==> src/rtl/step_move_ctrl.sv <==
// step_move_ctrl
//   Runs one stepper move of arbitrary length on a single shared PulseGen.
//   A move command sets the DIR pin, waits a direction-setup interval counted
//   in en ticks when the direction actually changes, then feeds PulseGen with
//   bursts no longer than 2^PULSE_NUM_BITS-1 pulses until the move is done
//   or an abort request lets the burst in flight finish.
//
// Ports
//   clk            system clock
//   reset          asynchronous reset, active low
//   en             FreqDivider tick, the same one PulseGen uses
//   start          move command strobe, accepted only when idle
//   steps          total pulses requested for the move
//   dir            requested direction
//   pulse_width    pulse width handed to PulseGen for every burst
//   abort          stop after the burst in flight
//   pg_done        PulseGen idle/finished flag
//   pg_pulse_num   burst length to PulseGen
//   pg_pulse_width latched pulse width to PulseGen
//   pg_trigger     PulseGen trigger, held until PulseGen reports busy
//   dir_out        DIR pin to the driver
//   busy           high from accepted start through the done strobe
//   done           one-cycle strobe at the end of a move
//   steps_done     pulses completed in the current or last move
//
// state | meaning
// IDLE  | waiting for start; abort flag cleared
// SETUP | DIR changed, counting down en ticks before the first trigger
// ISSUE | trigger held with the burst length until PulseGen goes busy
// RUN   | burst in flight, waiting for PulseGen to finish
// FIN   | done strobe, busy drops on exit
module step_move_ctrl #(
    parameter int STEPS_BITS       = 16,
    parameter int PULSE_NUM_BITS   = 8,
    parameter int PULSE_WIDTH_BITS = 8,
    parameter int DIR_SETUP_TICKS  = 2
) (
    input  logic                        clk,
    input  logic                        reset,
    input  logic                        en,
    input  logic                        start,
    input  logic [STEPS_BITS-1:0]       steps,
    input  logic                        dir,
    input  logic [PULSE_WIDTH_BITS-1:0] pulse_width,
    input  logic                        abort,
    input  logic                        pg_done,
    output logic [PULSE_NUM_BITS-1:0]   pg_pulse_num,
    output logic [PULSE_WIDTH_BITS-1:0] pg_pulse_width,
    output logic                        pg_trigger,
    output logic                        dir_out,
    output logic                        busy,
    output logic                        done,
    output logic [STEPS_BITS-1:0]       steps_done
);

    localparam int SETUP_W = $clog2(DIR_SETUP_TICKS + 1);
    localparam logic [STEPS_BITS-1:0] MAX_CHUNK =
        STEPS_BITS'((64'd1 << PULSE_NUM_BITS) - 64'd1);

    typedef enum logic [2:0] {
        IDLE  = 3'd0,
        SETUP = 3'd1,
        ISSUE = 3'd2,
        RUN   = 3'd3,
        FIN   = 3'd4
    } state_t;

    state_t                      state_q, state_d;
    logic [STEPS_BITS-1:0]       remaining_q, remaining_d;
    logic [STEPS_BITS-1:0]       steps_done_q, steps_done_d;
    logic [PULSE_NUM_BITS-1:0]   pulse_num_q, pulse_num_d;
    logic [PULSE_WIDTH_BITS-1:0] pulse_width_q, pulse_width_d;
    logic [SETUP_W-1:0]          setup_cnt_q, setup_cnt_d;
    logic                        trigger_q, trigger_d;
    logic                        dir_q, dir_d;
    logic                        busy_q, busy_d;
    logic                        done_q, done_d;
    logic                        abort_q, abort_d;
    logic                        abort_now;

    function automatic logic [PULSE_NUM_BITS-1:0] chunk_of(input logic [STEPS_BITS-1:0] rem);
        if (rem > MAX_CHUNK) begin
            return PULSE_NUM_BITS'(MAX_CHUNK);
        end
        return PULSE_NUM_BITS'(rem);
    endfunction

    always_comb begin
        state_d       = state_q;
        remaining_d   = remaining_q;
        steps_done_d  = steps_done_q;
        pulse_num_d   = pulse_num_q;
        pulse_width_d = pulse_width_q;
        setup_cnt_d   = setup_cnt_q;
        dir_d         = dir_q;
        busy_d        = busy_q;
        // abort is only recorded while a move is in progress
        abort_d       = abort_q | (busy_q & abort);
        abort_now     = abort_q | abort;

        case (state_q)
            IDLE: begin
                abort_d = 1'b0;
                if (start) begin
                    remaining_d   = steps;
                    pulse_width_d = pulse_width;
                    steps_done_d  = '0;
                    busy_d        = 1'b1;
                    if (steps == '0) begin
                        state_d = FIN;
                    end else if (dir == dir_q) begin
                        state_d = ISSUE;
                    end else begin
                        dir_d       = dir;
                        setup_cnt_d = SETUP_W'(DIR_SETUP_TICKS);
                        state_d     = SETUP;
                    end
                end
            end
            SETUP: begin
                if (abort_now) begin
                    state_d = FIN;
                end else if (en) begin
                    setup_cnt_d = setup_cnt_q - SETUP_W'(1);
                    if (setup_cnt_q == SETUP_W'(1)) begin
                        state_d = ISSUE;
                    end
                end
            end
            ISSUE: begin
                // PulseGen dropping done is its acknowledgement of the trigger
                if (!pg_done) begin
                    state_d = RUN;
                end
            end
            RUN: begin
                if (pg_done) begin
                    remaining_d  = remaining_q - STEPS_BITS'(pulse_num_q);
                    steps_done_d = steps_done_q + STEPS_BITS'(pulse_num_q);
                    if ((remaining_d == '0) || abort_now) begin
                        state_d = FIN;
                    end else begin
                        state_d = ISSUE;
                    end
                end
            end
            FIN: begin
                busy_d  = 1'b0;
                state_d = IDLE;
            end
            default: begin
                state_d = IDLE;
            end
        endcase

        // burst length is fixed on entry to ISSUE and held through RUN
        if ((state_d == ISSUE) && (state_q != ISSUE)) begin
            pulse_num_d = chunk_of(remaining_d);
        end

        trigger_d = (state_d == ISSUE);
        done_d    = (state_d == FIN);
    end

    always_ff @(posedge clk or negedge reset) begin
        if (!reset) begin
            state_q       <= IDLE;
            remaining_q   <= '0;
            steps_done_q  <= '0;
            pulse_num_q   <= '0;
            pulse_width_q <= '0;
            setup_cnt_q   <= '0;
            trigger_q     <= 1'b0;
            dir_q         <= 1'b0;
            busy_q        <= 1'b0;
            done_q        <= 1'b0;
            abort_q       <= 1'b0;
        end else begin
            state_q       <= state_d;
            remaining_q   <= remaining_d;
            steps_done_q  <= steps_done_d;
            pulse_num_q   <= pulse_num_d;
            pulse_width_q <= pulse_width_d;
            setup_cnt_q   <= setup_cnt_d;
            trigger_q     <= trigger_d;
            dir_q         <= dir_d;
            busy_q        <= busy_d;
            done_q        <= done_d;
            abort_q       <= abort_d;
        end
    end

    assign pg_pulse_num   = pulse_num_q;
    assign pg_pulse_width = pulse_width_q;
    assign pg_trigger     = trigger_q;
    assign dir_out        = dir_q;
    assign busy           = busy_q;
    assign done           = done_q;
    assign steps_done     = steps_done_q;

endmodule

==> config.mk <==
export PLATFORM = sky130hd
export DESIGN_NAME = step_move_ctrl
export DESIGN_NICKNAME = d
export VERILOG_FILES = /design/src/rtl/step_move_ctrl.sv
export SDC_FILE = /design/constraint.sdc
export NUM_CORES = 1
export LEC_CHECK = 0
export ABC_AREA = 1
export CAP_MARGIN = 20
export CELL_PAD_IN_SITES_DETAIL_PLACEMENT = 0
export CELL_PAD_IN_SITES_GLOBAL_PLACEMENT = 2
export CORE_ASPECT_RATIO = 1.75
export CORE_MARGIN = 2
export CORE_UTILIZATION = 30
export CTS_CLUSTER_DIAMETER = 40
export DETAILED_ROUTE_END_ITERATION = 16
export PLACE_DENSITY = 0.85
export SETUP_SLACK_MARGIN = 0.3
export SKIP_CTS_REPAIR_TIMING = 1
export SYNTH_ARGS = -nofsm -noshare
export SYNTH_HDL_FRONTEND = slang
export SYNTH_SLANG_ARGS = --single-unit
==> constraint.sdc <==
create_clock -name clk -period 2.7 [get_ports clk]
set_clock_uncertainty 0.15 [all_clocks]
set_input_delay 0.27 -clock clk [delete_from_list [all_inputs] [get_ports clk]]
set_output_delay 0.27 -clock clk [all_outputs]
set_load 0.1 [all_outputs]
# [After elaboration in Yosys (flattened, before gate mapping)]
# Cells that the tools add are included.
[word_totals] ff_bits=58 latchBits=0 mem_bits_rw=0 romBits=0 input_bits=31 elab_cells=77 memories=0
[op_classes] n_addsub=3 multipliers=0 n_div=0 magnitude_cmp=1 eq_ne=15 n_shift=0 n_mux=29 bitwise_logic=5 reduce_logical=13
[ops] cell="16-bit 2-to-1 mux" n=4
[ops] cell="16-bit one-hot mux with 2 select lines" n=2
[ops] cell="16-bit logical NOT" n=2
[ops] cell="3-bit 2-to-1 mux" n=8
[ops] cell="16-bit by 8-bit adder with 16-bit output" n=1
[ops] cell="16-bit by 8-bit > comparator with 1-bit output, second input constant" n=1
[ops] cell="8-bit 2-to-1 mux" n=2
[ops] cell="16-bit by 8-bit subtractor with 16-bit output" n=1
[ops] cell="2-bit 2-to-1 mux" n=6
[ops] cell="2-bit != test, second input constant" n=6
[ops] cell="3-bit one-hot mux with 4 select lines" n=1
[ops] cell="3-bit by 2-bit == test with 1-bit output, second input constant" n=3
[ops] cell="3-bit == test, second input constant" n=2
[ops] cell="6-bit AND reduction" n=1
[ops] cell="2-bit nonzero test" n=3
[ops] cell="1-bit 2-to-1 mux" n=4
[ops] cell="2-bit one-hot mux with 2 select lines" n=1
[ops] cell="2-bit AND reduction" n=2
[ops] cell="4-bit AND reduction" n=1
[ops] cell="3-bit by 1-bit == test with 1-bit output, second input constant" n=1
[ops] cell="3-bit logical NOT" n=1
[ops] cell="3-bit by 2-bit != test with 1-bit output, second input constant" n=1
[ops] cell="3-bit AND reduction" n=1
[ops] cell="2-bit by 1-bit == test with 1-bit output, second input constant" n=1
[ops] cell="other kinds (8)" n=10

# [Longest topological paths before layout]
[logic_depth] ltp_word=10 depth_mapped=20

# [Worst setup path before layout]
# No wires, ideal clock.
[synth_timing] kind="reg-to-reg" from="register pulse_num_q[0], in the netlist pg_pulse_num[0]" to="register pulse_num_q[1], in the netlist pg_pulse_num[1]" setup_ns=0.120 arrival_time_ns=2.732 t_required_ns=2.430 slack_ns=-0.303 stages_incl_launch_ff=19 n_path_buf=0 period_less_slack_ns=3.003 cell_sequence="dfrtp_1 -> ha_1 -> fa_1 -> inv_1 -> nand3_1 -> nand2_1 -> nand3_1 -> nand2_1 -> nand2_1 -> nand2_1 -> nor2_1 -> nand2_1 -> nor2_1 -> nand2_1 -> nand3_2 -> nand2_4 -> nand3_2 -> nand2_1 -> nand2_1"
[synth_between] elab_chain_len=8
[synth_lines] element="start, declared" line="71" source="logic [PULSE_NUM_BITS-1:0] pulse_num_q, pulse_num_d;"
[synth_lines] element="start signal, assigned" line="182" source="pulse_num_q <= pulse_num_d;"
[synth_lines] element="16-bit by 8-bit subtractor with 16-bit output" line="138" source="remaining_d = remaining_q - STEPS_BITS'(pulse_num_q);"
[synth_lines] element="16-bit logical NOT" line="140" source="if ((remaining_d == '0) || abort_now) begin"
[synth_lines] element="1-bit logical OR" line="140"
[synth_lines] element="3-bit 2-to-1 mux" line="140"
[synth_lines] element="3-bit 2-to-1 mux" line="137" source="if (pg_done) begin"
[synth_lines] element="3-bit one-hot mux with 4 select lines" line="101" source="case (state_q)"
[synth_lines] element="named net state_d[1]" line="68" source="state_t state_q, state_d;"
[synth_lines] element="3-bit by 2-bit == test with 1-bit output" line="157" source="if ((state_d == ISSUE) && (state_q != ISSUE)) begin"
[synth_lines] element="1-bit logical AND" line="157"
# The timed path passes the listed nets, and every way through them passes these cells. The select of a mux whose other input is x is not followed.
# A chain may end at the register's enable or synchronous reset.

# [Worst setup path after layout]
[layout_timing] from="register pulse_num_q[0], in the netlist pg_pulse_num[0]" to="register pulse_num_q[0], in the netlist pg_pulse_num[0]"
[layout_rtl] element="16-bit by 8-bit subtractor with 16-bit output" line="138"
[layout_rtl] element="16-bit 2-to-1 mux" line="137"
[layout_rtl] element="16-bit one-hot mux with 2 select lines" line="101"
[layout_rtl] element="named net remaining_d[12]" line="69" source="logic [STEPS_BITS-1:0] remaining_q, remaining_d;"
[layout_rtl] element="16-bit by 8-bit > comparator with 1-bit output" line="82" source="if (rem > MAX_CHUNK) begin"
[layout_rtl] element="1-bit 2-to-1 mux" line="82"
[layout_rtl] element="1-bit 2-to-1 mux" line="157"
[layout_rtl] element="8-bit 2-to-1 mux" line="85" source="return PULSE_NUM_BITS'(rem);"
# The timed path passes the listed nets, and every way through them passes these cells. The select of a mux whose other input is x is not followed.

==> impl_metrics.yaml <==
clock_tree:
  cts_max_path_buffers: 2
  worst_skew_pair.late_latency_ns: 0.33
  tritoncts.num_buffers: 9
  cts_tree: "built"
  cts-root-buf: "clkbuf_16"
  worst_setup_hold_path_clk_slew_ns: 0.05
  numClockSinks: 58
  htreeDepth: 3
synthesis:
  synth_cells: 567
  count_of_flip_flops_with_a_built_in_enable_after_synthesis: 0
  synthArstFlopShare_pct: 100
  muxShareOfSynthArea_pct: 0
  synth_cell_type_count: 36
  synth-adder-area-share_pct: 6.65
  combinational_family_with_the_most_area_after_synthesis: "simple AND/OR/NAND/NOR gates"
  synth-xor-area-share_pct: 1.32
  synth_seq_area_share_pct: 36.4
  ys_warn_count: 0
  syn-num-nets: 618
  complex_gate_fraction_of_the_synthesized_area_pct: 9.13
  post_synth_and_or_nand_nor_area_fraction_pct: 36.9
  synth_area_per_cell_sq_um: 7.04
  dominantRegCellSynth: "dfrtp_1"
  synth_area_sq_um: 3990
  ys_seq_elements: 58
setup_path:
  worstPathArrival_ns: 2.78
  timing.critical_path.buf_inv: 1
  endpoint_class_of_the_critical_path: "flop"
  timing.critical_path.max_delay_family: "simple AND/OR/NAND/NOR gates"
  critical_path.startpoint_type: "flop"
  top_fanout_value_on_the_critical_path: 8
  cpMaxStageDelayCell: "dfrtp_4"
  cp_data_required_time_ns: 2.77
  critical_path_class: "reg2reg"
  worst_r2r_endpoint: "pg_pulse_num[0]"
  timing.critical_path.cells: "ha_4 > fa_2 > inv_4 > nand3_4 > nand2_4 > nand3_2 > nand3_2 > nand2_2 > nand2_2 > nand2_2 > nor2_2 > nand2_2 > nor2_4 > nand3_2 > nand4_1 > nand2_1"
  critical_path.max_stage_delay_ns: 0.50
  worstRegToRegCells: 16
  timing.rr.start: "pg_pulse_num[0]"
  crit_top_cell: "nand2_2"
  reg2reg_setup_slack_ns: -0.02
layout:
  most_common_cell_after_layout_fill_and_taps_aside: "nand2_1"
  area_used_by_multi_input_combinational_logic_sq_um: 2700
  layout-drive-gt1-share_pct: 36.0
  fill_cells: 1356
  area_growth_syn_to_fin_pct: 49.6
  design_area_sq_um: 5970
  antenna_cells_inserted: 0
  most-common-layout-cells: "145 x nand2_1, 75 x inv_1, 74 x buf_4"
  layout.area.seq_sq_um: 1490
  finish.net_count: 733
sta:
  max_slew.worst_pin.slew_ns: 0.597
  rsz0062_at_grt: "true"
  fin_ws_ns: -0.0163
  layout_worst_path_cycle_share_pct: 101
  final-max-slew-violation-count: 0
  fmaxAchievable_mhz: 368
  final-setup-viol-count: 2
  finalHoldViolations: 0
  worst_case_headroom_to_the_max_slew_limit_pct: 60.2
  final.hold.worst_slack_ns: 0.326
  period_minus_slack_ns: 2.72
floorplanning:
  die_height_um: 157
  io_pins: 67
  placementRows: 55
  floorplan.initialDensity_pct: 30.8
  placeableCoreArea_sq_um: 12900
  die_width_um: 91.2
  dieArea_sq_um: 14300
placement:
  buffer_ports.inserted: 66
  final_weighted_congestion_in_routability_driven_placement: 0.929
  place.detailed.hpwl_um: 10700
  placedInstanceArea_sq_um: 5090
global_route:
  wire_length_of_the_first_global_routing_pass_um: 21200
  track_usage_pct: 19.3
  grt_max_degree: 38
  globalRouteOverflowTotal: 0
  via_count_of_the_first_global_routing_pass: 4154
  grt_antenna_before_repair: 0
route:
  ant_nets: 0
  drt_pass1_iterations: 4
  total_drc_errors_in_the_routed_layout: 0
  route.detailed.wl_per_inst_um: 16.3
  avgViaCountPerCell: 4.86
  drtIter0Drc: 214
  detail_route.wirelength_um: 14000
  detailroute.via_count: 4169
min_path:
  worst_hold_path_type: "in2async"
run:
  timing.max_cap.violations: 0
status:
  violations_in_the_final_reports: "setup timing"
  run_status: "finished with violations"
flip-flops by register name (all words and copies together), names as in the netlist:
register / count
state_q: 3
dir_out: 1
steps_done: 16
pg_pulse_num: 8
remaining_q: 16
pg_trigger: 1
busy: 1
done: 1
pg_pulse_width: 8
abort_q: 1
setup_cnt_q: 2
cell usage after synthesis, types with 2 or more instances:
| cell type | count | share of area (%) |
|---|---|---|
| a211oi_1 | 2 | 0.38 |
| a21oi_1 | 25 | 3.1 |
| a22o_1 | 2 | 0.44 |
| a22oi_1 | 4 | 0.75 |
| buf_4 | 2 | 0.38 |
| buf_6 | 2 | 0.56 |
| clkbuf_1 | 4 | 0.38 |
| dfrtp_1 | 58 | 36 |
| fa_1 | 2 | 1.0 |
| ha_1 | 18 | 5.6 |
| inv_1 | 82 | 7.7 |
| inv_2 | 6 | 0.56 |
| nand2_1 | 183 | 17 |
| nand2_2 | 5 | 0.78 |
| nand2_4 | 3 | 0.85 |
| nand3_1 | 44 | 5.5 |
| nand3_2 | 7 | 1.8 |
| nand3b_1 | 2 | 0.38 |
| nand4_1 | 16 | 2.5 |
| nor2_1 | 45 | 4.2 |
| nor2_2 | 3 | 0.47 |
| nor3_1 | 7 | 0.88 |
| nor3_4 | 2 | 0.82 |
| nor4_1 | 4 | 0.63 |
| o211ai_1 | 3 | 0.56 |
| o21ai_0 | 16 | 2.0 |
| o221ai_1 | 2 | 0.44 |
| o22ai_1 | 4 | 0.63 |
| o31ai_1 | 2 | 0.38 |
| or2_2 | 2 | 0.31 |
| xnor2_1 | 5 | 1.1 |
through the flow:
stage	TNS (ns)	util, %	std cells	setup WS [ns]
finish	-0.0217	46.1	858	-0.0163
global route	-1.03	46.1	858	-0.156
CTS	-0.772	41.5	848	-0.108
detailed placement	-0.585	39.4	832	-0.0882
global placement	-0.416	39.4	832	-0.0611
floorplan	0	-	567	0.164
area by class of cell:
| type | count | share of cell area (%) |
|---|---|---|
| Inverter | 88 | 5.62 |
| Sequential cell | 58 | 25.0 |
| Clock inverter | 6 | 0.713 |
| Clock buffer | 10 | 4.00 |
| Multi-Input combinational cell | 414 | 45.3 |
| Tap cell | 171 | 3.58 |
| Timing Repair Buffer | 111 | 15.8 |
worst max-delay path by stage:
stage | end | cells after the start | slack (ns) | from
floorplan | pg_pulse_num[1] | 18 | 0.16 | pg_pulse_num[0]
global placement | pg_pulse_num[0] | 16 | -0.06 | pg_pulse_num[0]
detailed placement | pg_pulse_num[0] | 16 | -0.09 | pg_pulse_num[0]
CTS | pg_pulse_num[0] | 16 | -0.11 | pg_pulse_num[0]
global route | pg_pulse_num[1] | 16 | -0.16 | pg_pulse_num[0]
finish | pg_pulse_num[0] | 16 | -0.02 | pg_pulse_num[0]
logic make-up (layout without fill, tap and decap cells):
kind of cell	count (synthesis)	in the layout
buffers and inverters	96	215
AO/OA/AOI/OAI	62	62
adder cells (fa/ha/maj)	20	20
AND/OR/NAND/NOR	325	326
flip-flops	58	58
XOR/XNOR	6	6
per-layer routing:
layer  global-route usage (%)  wire, um  vias up
li1                         -         -     2077
met1                     19.4      4970     1986
met2                     38.1      8120       76
met3                     2.79       376       30
met4                     9.60       490        0
met5                        0         0        -
worst register-to-register path: stages (launching register included):
cell,delay [ns]
dfrtp_4,0.50
ha_4,0.17
fa_2,0.37
inv_4,0.09
nand3_4,0.08
nand2_4,0.11
nand3_2,0.10
nand3_2,0.10
nand2_2,0.06
nand2_2,0.06
nand2_2,0.07
nor2_2,0.12
nand2_2,0.07
nor2_4,0.26
nand3_2,0.10
nand4_1,0.12
nand2_1,0.06
Power is not shown: default switching activity piles up to over one toggle a cycle in this logic, so the estimate is an artifact.
